===== src/rtl/muxn_rr_reg.sv =====
// muxn_rr_reg: registered N-channel WIDTH-bit selector with valid/ready handshakes.
//
// Picks one of NCH input channels, either by the `sel` port (mode=0) or by
// round-robin arbitration among valid channels (mode=1). The chosen word is
// captured in a single output register stage that has a valid/ready handshake.
//
// Parameters:
//   WIDTH  data width per channel
//   NCH    number of input channels (2..16)
//   SELW   width of sel / out_ch, 2**SELW >= NCH
//
// Ports:
//   clk        rising-edge clock
//   rst_n      asynchronous active-low reset
//   in_data    packed channel data, channel i at [i*WIDTH +: WIDTH]
//   in_valid   per-channel valid
//   in_ready   per-channel accept, combinational, one-hot or zero
//   mode       0 = fixed select, 1 = round-robin
//   sel        channel index used in fixed mode
//   out_data   registered selected data
//   out_ch     registered source channel index
//   out_valid  output register holds data
//   out_ready  consumer accepts out_data this cycle
//   out_par    (only with MUXN_RR_REG_PARITY_EN) XOR of the registered data word
//
// Optional feature macro: MUXN_RR_REG_PARITY_EN adds the out_par port and its register.

module muxn_rr_reg #(
    parameter int unsigned WIDTH = 12,
    parameter int unsigned NCH   = 3,
    parameter int unsigned SELW  = 2
) (
    input  logic                  clk,
    input  logic                  rst_n,
    input  logic [NCH*WIDTH-1:0]  in_data,
    input  logic [NCH-1:0]        in_valid,
    output logic [NCH-1:0]        in_ready,
    input  logic                  mode,
    input  logic [SELW-1:0]       sel,
    output logic [WIDTH-1:0]      out_data,
    output logic [SELW-1:0]       out_ch,
    output logic                  out_valid,
    input  logic                  out_ready
`ifdef MUXN_RR_REG_PARITY_EN
    ,
    output logic                  out_par
`endif
);

    // Number of codes addressable by a SELW-bit index; valids are padded to this
    // so any index (including illegal ones >= NCH) is in range.
    localparam int unsigned NSel = 2 ** SELW;

    typedef enum logic [0:0] {
        StEmpty,
        StFull
    } state_e;

    state_e            r_state;
    state_e            w_state_next;
    logic [SELW-1:0]   r_rr_ptr;
    logic [WIDTH-1:0]  r_data;
    logic [SELW-1:0]   r_ch;

    logic [NSel-1:0]   w_valid_ext;
    logic              w_ld;
    logic              w_load;
    logic              w_fix_vld;
    logic              w_rr_vld;
    logic [SELW-1:0]   w_rr_idx;
    logic              w_gnt_vld;
    logic [SELW-1:0]   w_gnt_idx;
    logic [WIDTH-1:0]  w_gnt_data;
    logic [SELW-1:0]   w_rr_ptr_next;

    // Channel index ptr+k wrapped modulo NCH; ptr is always < NCH.
    function automatic logic [SELW-1:0] rr_idx(input logic [SELW-1:0] ptr,
                                               input int unsigned k);
        int unsigned s;
        s = 32'(ptr) + k;
        if (s >= NCH) begin
            s = s - NCH;
        end
        return SELW'(s);
    endfunction

    assign w_valid_ext = NSel'(in_valid);

    // The output register can take a new word when empty or being drained.
    assign w_ld = (r_state == StEmpty) | out_ready;

    // Fixed select: an out-of-range sel never grants.
    assign w_fix_vld = (32'(sel) < NCH) & w_valid_ext[sel];

    // Round-robin: first valid channel starting at r_rr_ptr wins.
    always_comb begin
        w_rr_vld = 1'b0;
        w_rr_idx = '0;
        for (int unsigned k = 0; k < NCH; k++) begin
            if (!w_rr_vld && w_valid_ext[rr_idx(r_rr_ptr, k)]) begin
                w_rr_vld = 1'b1;
                w_rr_idx = rr_idx(r_rr_ptr, k);
            end
        end
    end

    assign w_gnt_vld = mode ? w_rr_vld : w_fix_vld;
    assign w_gnt_idx = mode ? w_rr_idx : sel;
    assign w_load    = w_ld & w_gnt_vld;

    always_comb begin
        w_gnt_data = '0;
        for (int unsigned i = 0; i < NCH; i++) begin
            if (w_gnt_idx == SELW'(i)) begin
                w_gnt_data = in_data[i*WIDTH +: WIDTH];
            end
        end
    end

    // Accept is blocked while reset is asserted even though the FSM sits in EMPTY.
    always_comb begin
        in_ready = '0;
        for (int unsigned i = 0; i < NCH; i++) begin
            in_ready[i] = rst_n & w_load & (w_gnt_idx == SELW'(i));
        end
    end

    assign w_rr_ptr_next = (w_gnt_idx == SELW'(NCH - 1)) ? '0 : w_gnt_idx + SELW'(1);

    // Output FSM: next-state logic.
    always_comb begin
        w_state_next = r_state;
        if (w_ld) begin
            w_state_next = w_gnt_vld ? StFull : StEmpty;
        end
    end

    // Output FSM: state register.
    always_ff @(posedge clk or negedge rst_n) begin
        if (!rst_n) begin
            r_state <= StEmpty;
        end else begin
            r_state <= w_state_next;
        end
    end

    // Data path registers; they hold their last value when the FSM drains to EMPTY.
    always_ff @(posedge clk or negedge rst_n) begin
        if (!rst_n) begin
            r_data   <= '0;
            r_ch     <= '0;
            r_rr_ptr <= '0;
        end else if (w_load) begin
            r_data   <= w_gnt_data;
            r_ch     <= w_gnt_idx;
            r_rr_ptr <= w_rr_ptr_next;
        end
    end

`ifdef MUXN_RR_REG_PARITY_EN
    logic r_par;

    always_ff @(posedge clk or negedge rst_n) begin
        if (!rst_n) begin
            r_par <= 1'b0;
        end else if (w_load) begin
            r_par <= ^w_gnt_data;
        end
    end

    assign out_par = r_par;
`endif

    assign out_data  = r_data;
    assign out_ch    = r_ch;
    assign out_valid = (r_state == StFull);

endmodule


===== config.mk =====
export PLATFORM = sky130hd
export DESIGN_NAME = muxn_rr_reg
export DESIGN_NICKNAME = d
export VERILOG_FILES = /design/src/rtl/muxn_rr_reg.sv
export SDC_FILE = /design/constraint.sdc
export NUM_CORES = 1
export LEC_CHECK = 0
export BUFFER_PORTS_ARGS = -buffer_cell sky130_fd_sc_hd__buf_2
export CELL_PAD_IN_SITES_DETAIL_PLACEMENT = 0
export CELL_PAD_IN_SITES_GLOBAL_PLACEMENT = 2
export CORE_UTILIZATION = 22
export DETAILED_ROUTE_END_ITERATION = 6
export GPL_ROUTABILITY_DRIVEN = 0
export PLACE_DENSITY = 0.85
export SLEW_MARGIN = 40
export SYNTH_ARGS = -nofsm -noshare
export SYNTH_HDL_FRONTEND = slang
export SYNTH_SLANG_ARGS = --single-unit

===== constraint.sdc =====
create_clock -name clk -period 2.1 [get_ports clk]
set_input_delay 0.315 -clock clk [delete_from_list [all_inputs] [get_ports clk]]
set_output_delay 0.315 -clock clk [all_outputs]
set_load 0.05 [all_outputs]

Yosys cells after proc, flatten, opt, wreduce, memory -nomap -nowiden
Index checks and enable logic that the tools add are counted.
{ "word_totals": {"register_bits": 17, "latchBits": 0, "ram_bits": 0, "rom_bits": 0, "input_bits": 45, "output_inout_bits": 18, "mem_count": 0} }
{ "classes": {"n_addsub": 6, "multipliers": 0, "n_div": 0, "order_cmp": 8, "eq_ne": 2, "n_shift": 0, "muxes": 24, "bitwise": 8, "reduce_logical": 5} }
{ "ops": {"columns": ["cell", "count"], "rows": [
  ["2-to-1 mux 12 bit", 3],
  ["2-to-1 mux 2 bit", 8],
  ["< comparator 2 x 3 -> 1 bit, second input constant", 4],
  ["2-to-1 mux 1 bit", 9],
  ["binary-select mux 1 bit (select 2 bit)", 4],
  ["bitwise AND 1 bit", 6],
  ["greater-or-equal comparator 3 x 2 -> 1 bit, second input constant", 2],
  ["subtractor 2 bit, second input constant", 3],
  ["adder 2 x 1 -> 3 bit, second input constant", 1],
  ["adder 2 x 2 -> 3 bit, second input constant", 1],
  ["adder 2 x 1 -> 2 bit, second input constant", 1],
  ["== test 2 x 1 -> 1 bit, second input constant", 1],
  ["== test 2 bit, second input constant", 1],
  ["greater-or-equal comparator 2 bit, second input constant", 1],
  ["logical AND 1 bit", 2],
  ["zero test 1 bit", 2],
  ["zero test 2 bit", 1],
  ["< comparator 2 bit, second input constant", 1],
  ["NOT 1 bit", 1],
  ["bitwise OR 1 bit", 1]
]} }

Longest topological paths before layout
{ "depth": {"depth_word": 16, "ltp_mapped": 10, "depth_no_buf": 8} }

Worst setup path before layout
No wires, ideal clock.
{ "synth_path": {"path_type": "register to output", "startpoint": "register r_rr_ptr[0]", "endpoint": "output port in_ready[0]", "arrival_time_ns": 2.366, "t_required_ns": 1.785, "slack_ns": -0.581, "stages_incl_launch_ff": 10, "path_cell_list": "dfrtp_1 > inv_1 > ha_1 > nand2b_1 > a21boi_0 > o41ai_2 > a21oi_4 > buf_6 > nand2_2 > nor3_2"} }
{ "synth_via": {"elab_chain_cells": 15} }
{ "synth_rtl": {"columns": ["item", "line", "source"], "rows": [
  ["from (decl)", "61", "logic [SELW-1:0] r_rr_ptr;"],
  ["from (signal assigned)", "156", "r_rr_ptr <= w_rr_ptr_next;"],
  ["parallel branches: the longest is 14 deep, another holds adder 2 x 1 -> 3 bit", null, null],
  ["bitwise AND 1 bit *", "124", "in_ready[i] = rst_n & w_load & (w_gnt_idx == SELW'(i));"],
  ["to (decl)", "37", "output logic [NCH-1:0] in_ready,"]
]} }
Every way passes the cells marked *. The select of a mux whose other input is x is not followed.

Worst setup path in the final report
Same ends and word-level chain as after synthesis.

==> impl_metrics.env <==
export IMPL_fp_coreArea_mm2=0.00551
export IMPL_drv_cap=0
export IMPL_final_setup_worst_slack_ps=-360
export IMPL_rsz0062_at_grt="yes"
export IMPL_synth_nets=198
export IMPL_outcome="finished, violations left"
export IMPL_die_h_um=77.5
export IMPL_layout_nets=285
export IMPL_cts_clk_slew_worst_paths_ps=70
export IMPL_required_ps=1780
export IMPL_slew_headroom_pct=77.3
export IMPL_timing_fmax_ghz=0.407
export IMPL_crit_path_end_kind="output pin"
export IMPL_ios=63
export IMPL_finalSetupViolations=16
export IMPL_synth_area_mm2=0.00125
export IMPL_row_count=27
export IMPL_grt_pass1_vias=1366
export IMPL_drt_total_wl_mm=4.13
export IMPL_critical_path_class="flip-flop to output pin"
export IMPL_min_period_over_period_pct=117
export IMPL_cts_sinks=17
export IMPL_worst_pin_slew_ps=337
export IMPL_dr_pass1_iters=4
export IMPL_post_route_drc_count=0
export IMPL_cts_tree="done"
export IMPL_yosysWarnings=0
export IMPL_synth_edf_count=0
export IMPL_worst_r2r_path_depth=12
export IMPL_ir_worst_vdd_mv=0.506
export IMPL_syn_inst=149
export IMPL_postSynthAreaPerCell_um2=8.41
export IMPL_initial_core_util_pct=22.7
export IMPL_synth_main_ff_cell="dfrtp_1"
export IMPL_dpl_hpwl_mm=2.89
export IMPL_ant_nets=0
export IMPL_hold_viol=0
export IMPL_grt_use_total_pct=13.3
export IMPL_placed_area_mm2=0.00178
export IMPL_avgViaCountPerCell=4.39
export IMPL_placed_cells=293
export IMPL_switching_share_pct=50.4
export IMPL_timing_rr_end="r_rr_ptr[0]"
export IMPL_grt_pass1_wl_mm=6.38
export IMPL_arrival_ps=2140
export IMPL_die_w_um=77.5
export IMPL_r2r_slack_ps=-180
export IMPL_switchingPower_w=0.00147
export IMPL_hold_buffers=0
export IMPL_p_seq_share_pct=20.3
export IMPL_yosysSeqAreaShare_pct=34.0
export IMPL_p_int_w=0.00144
export IMPL_crit_fanout=3
export IMPL_crit_path_start_kind="flip-flop"
export IMPL_clockPowerShare_pct=8.6
export IMPL_synth_seq_cells=17
export IMPL_synth_area_leaders="dfrtp_1 34%, nand2_1 8.7%, a21o_1 7.2%"
export IMPL_dieArea_mm2=0.00600
export IMPL_power_leakage_nw=0.978
export IMPL_fin_cells=307
export IMPL_clock_skew_ps=0.832
export IMPL_yosysTopAreaCell="dfrtp_1"
export IMPL_grt_ovfl_total=0
export IMPL_design_area_mm2=0.00202
export IMPL_antenna_found_initial=0
export IMPL_grt_max_degree=25
export IMPL_syn_to_final_growth_pct=61.0
export IMPL_p_per_area_mw_per_mm2=1440
export IMPL_p_comb_share_pct=71.2
export IMPL_numPortBuffers=62
export IMPL_hp_class="input pin to asynchronous set/reset pin"
export IMPL_drive_gt1_share_pct=50.2
export IMPL_synth_top_cell_area_share_pct=34.0
export IMPL_max_clock_path_buffers=2
export IMPL_drt_iter0_markers=74
export IMPL_ctsHtreeMaxLevel=1
export IMPL_clock_root_buffer="clkbuf_8"
export IMPL_diodes=0
export IMPL_violations="setup timing"
export IMPL_numCtsBuffers=3
export IMPL_drv_slew=0
export IMPL_yosysUniqueCellTypes=36
export IMPL_r2r_start="r_rr_ptr[0]"
export IMPL_finish_utilization_pct=36.6
export IMPL_fin_crit_ps=2460
export IMPL_holdWs_ps=58.7
export IMPL_vias=1348
export IMPL_wl_per_cell_um=13.4
export IMPL_async_flop_share_pct=100
export IMPL_finalPower_w=0.00291
export IMPL_clock_latency_ps=250
-- per-layer routing --
layer | GRT usage (%) | vias to the layer above | share of wire (%)
met5 | 0 | - | 0
met4 | 3.40 | 0 | 2.0
met3 | 2.82 | 6 | 5.2
met2 | 23.1 | 40 | 49
met1 | 16.7 | 601 | 43
li1 | - | 701 | -
-- final cells by class --
type                    instances  area, um^2
inverters                       7        26.3
flip-flops and latches         17         425
clock buffers                   4        45.0
fillers                       595        3490
well taps                      72        90.1
repair buffers                 91         624
multi-input cells             116         806
-- registers in the layout, indices dropped and copies added (netlist names) --
name,flops
out_ch,2
out_valid,1
r_rr_ptr,2
out_data,12
-- how the worst max path moves through the flow --
stage                      startpoint          end  slack (ps)  depth (start not counted)
final                     r_rr_ptr[0]  in_ready[0]        -360                         10
after global routing      r_rr_ptr[0]  in_ready[0]        -450                         10
after CTS                 r_rr_ptr[0]  in_ready[0]        -340                         10
after detailed placement  r_rr_ptr[0]  in_ready[0]        -160                         10
after global placement    r_rr_ptr[1]  in_ready[0]        -110                         10
after floorplan           r_rr_ptr[0]  in_ready[0]        -150                          9
-- what timing repair did --
item                       CTS  global route
setup endpoints to repair   16            19
pin swaps                    9            13
gates cloned                 0             1
resized for setup           20            10
setup buffers                6             5
-- metrics by stage --
step / setup TNS, ps / worst slack (ps)
after floorplan: -319 / -149
after global placement: -1300 / -109
after detailed placement: -1780 / -163
after CTS: -1760 / -340
after global routing: -4500 / -453
final: -2510 / -360
-- synthesized netlist by cell type, drive strengths merged (3+ instances only) --
library cell and instances:
buf 9, a31oi 12, a21o 12, o211ai 3, dfrtp 17, nor2 16
inv 7, nand2 30, ha 4, a21oi 4, nand3 13, o21ai 6
-- placed cells by master, fill, tap and decap left out, types with 2 or more instances in the layout --
master	instances
buf_2	59
nand2_1	24
buf_4	19
dfrtp_1	17
nor2_1	14
nand3_1	13
a21o_1	12
a31oi_1	12
buf_6	9
inv_1	5
nand2_2	5
clkbuf_8	3
buf_12	3
inv_2	2
nand2b_1	2
o211ai_1	2
a21oi_1	2
o21ai_0	2
o21ai_4	2
nor2_4	2
o21ai_1	2
ha_4	2
-- logic make-up (layout without fill, tap and decap cells) --
logic type | after synthesis | in the layout | synth area share, %
compound gates | 43 | 43 | 26.3
simple gates | 66 | 66 | 23.6
fa+ha+maj | 4 | 4 | 4.00
mux | 3 | 3 | 3.10
flops | 17 | 17 | 34.0
buf+inv | 16 | 102 | 9.09
-- power groups by stage --
stage | logic [W] | clock network [W] | registers (W)
after global routing | 0.00223 | 0.000268 | 0.000613
after detailed placement | 0.00184 | 0 | 0.000598
after global placement | 0.00182 | 0 | 0.000592
after CTS | 0.00197 | 0.000253 | 0.000589
after floorplan | 0.000847 | 0 | 0.00109
final | 0.00207 | 0.000249 | 0.000591
-- critical path, cell delays in order, from the launching register on --
cell and delay, ps:
dfrtp_1 410, inv_2 90, ha_4 170, mux2i_4 250, o211ai_2 130, o41ai_2 320
buf_4 180, a21oi_4 40, nand2_4 110, nor3_4 40, buf_6 150
No activity file was read; power rests on OpenSTA's default activity.
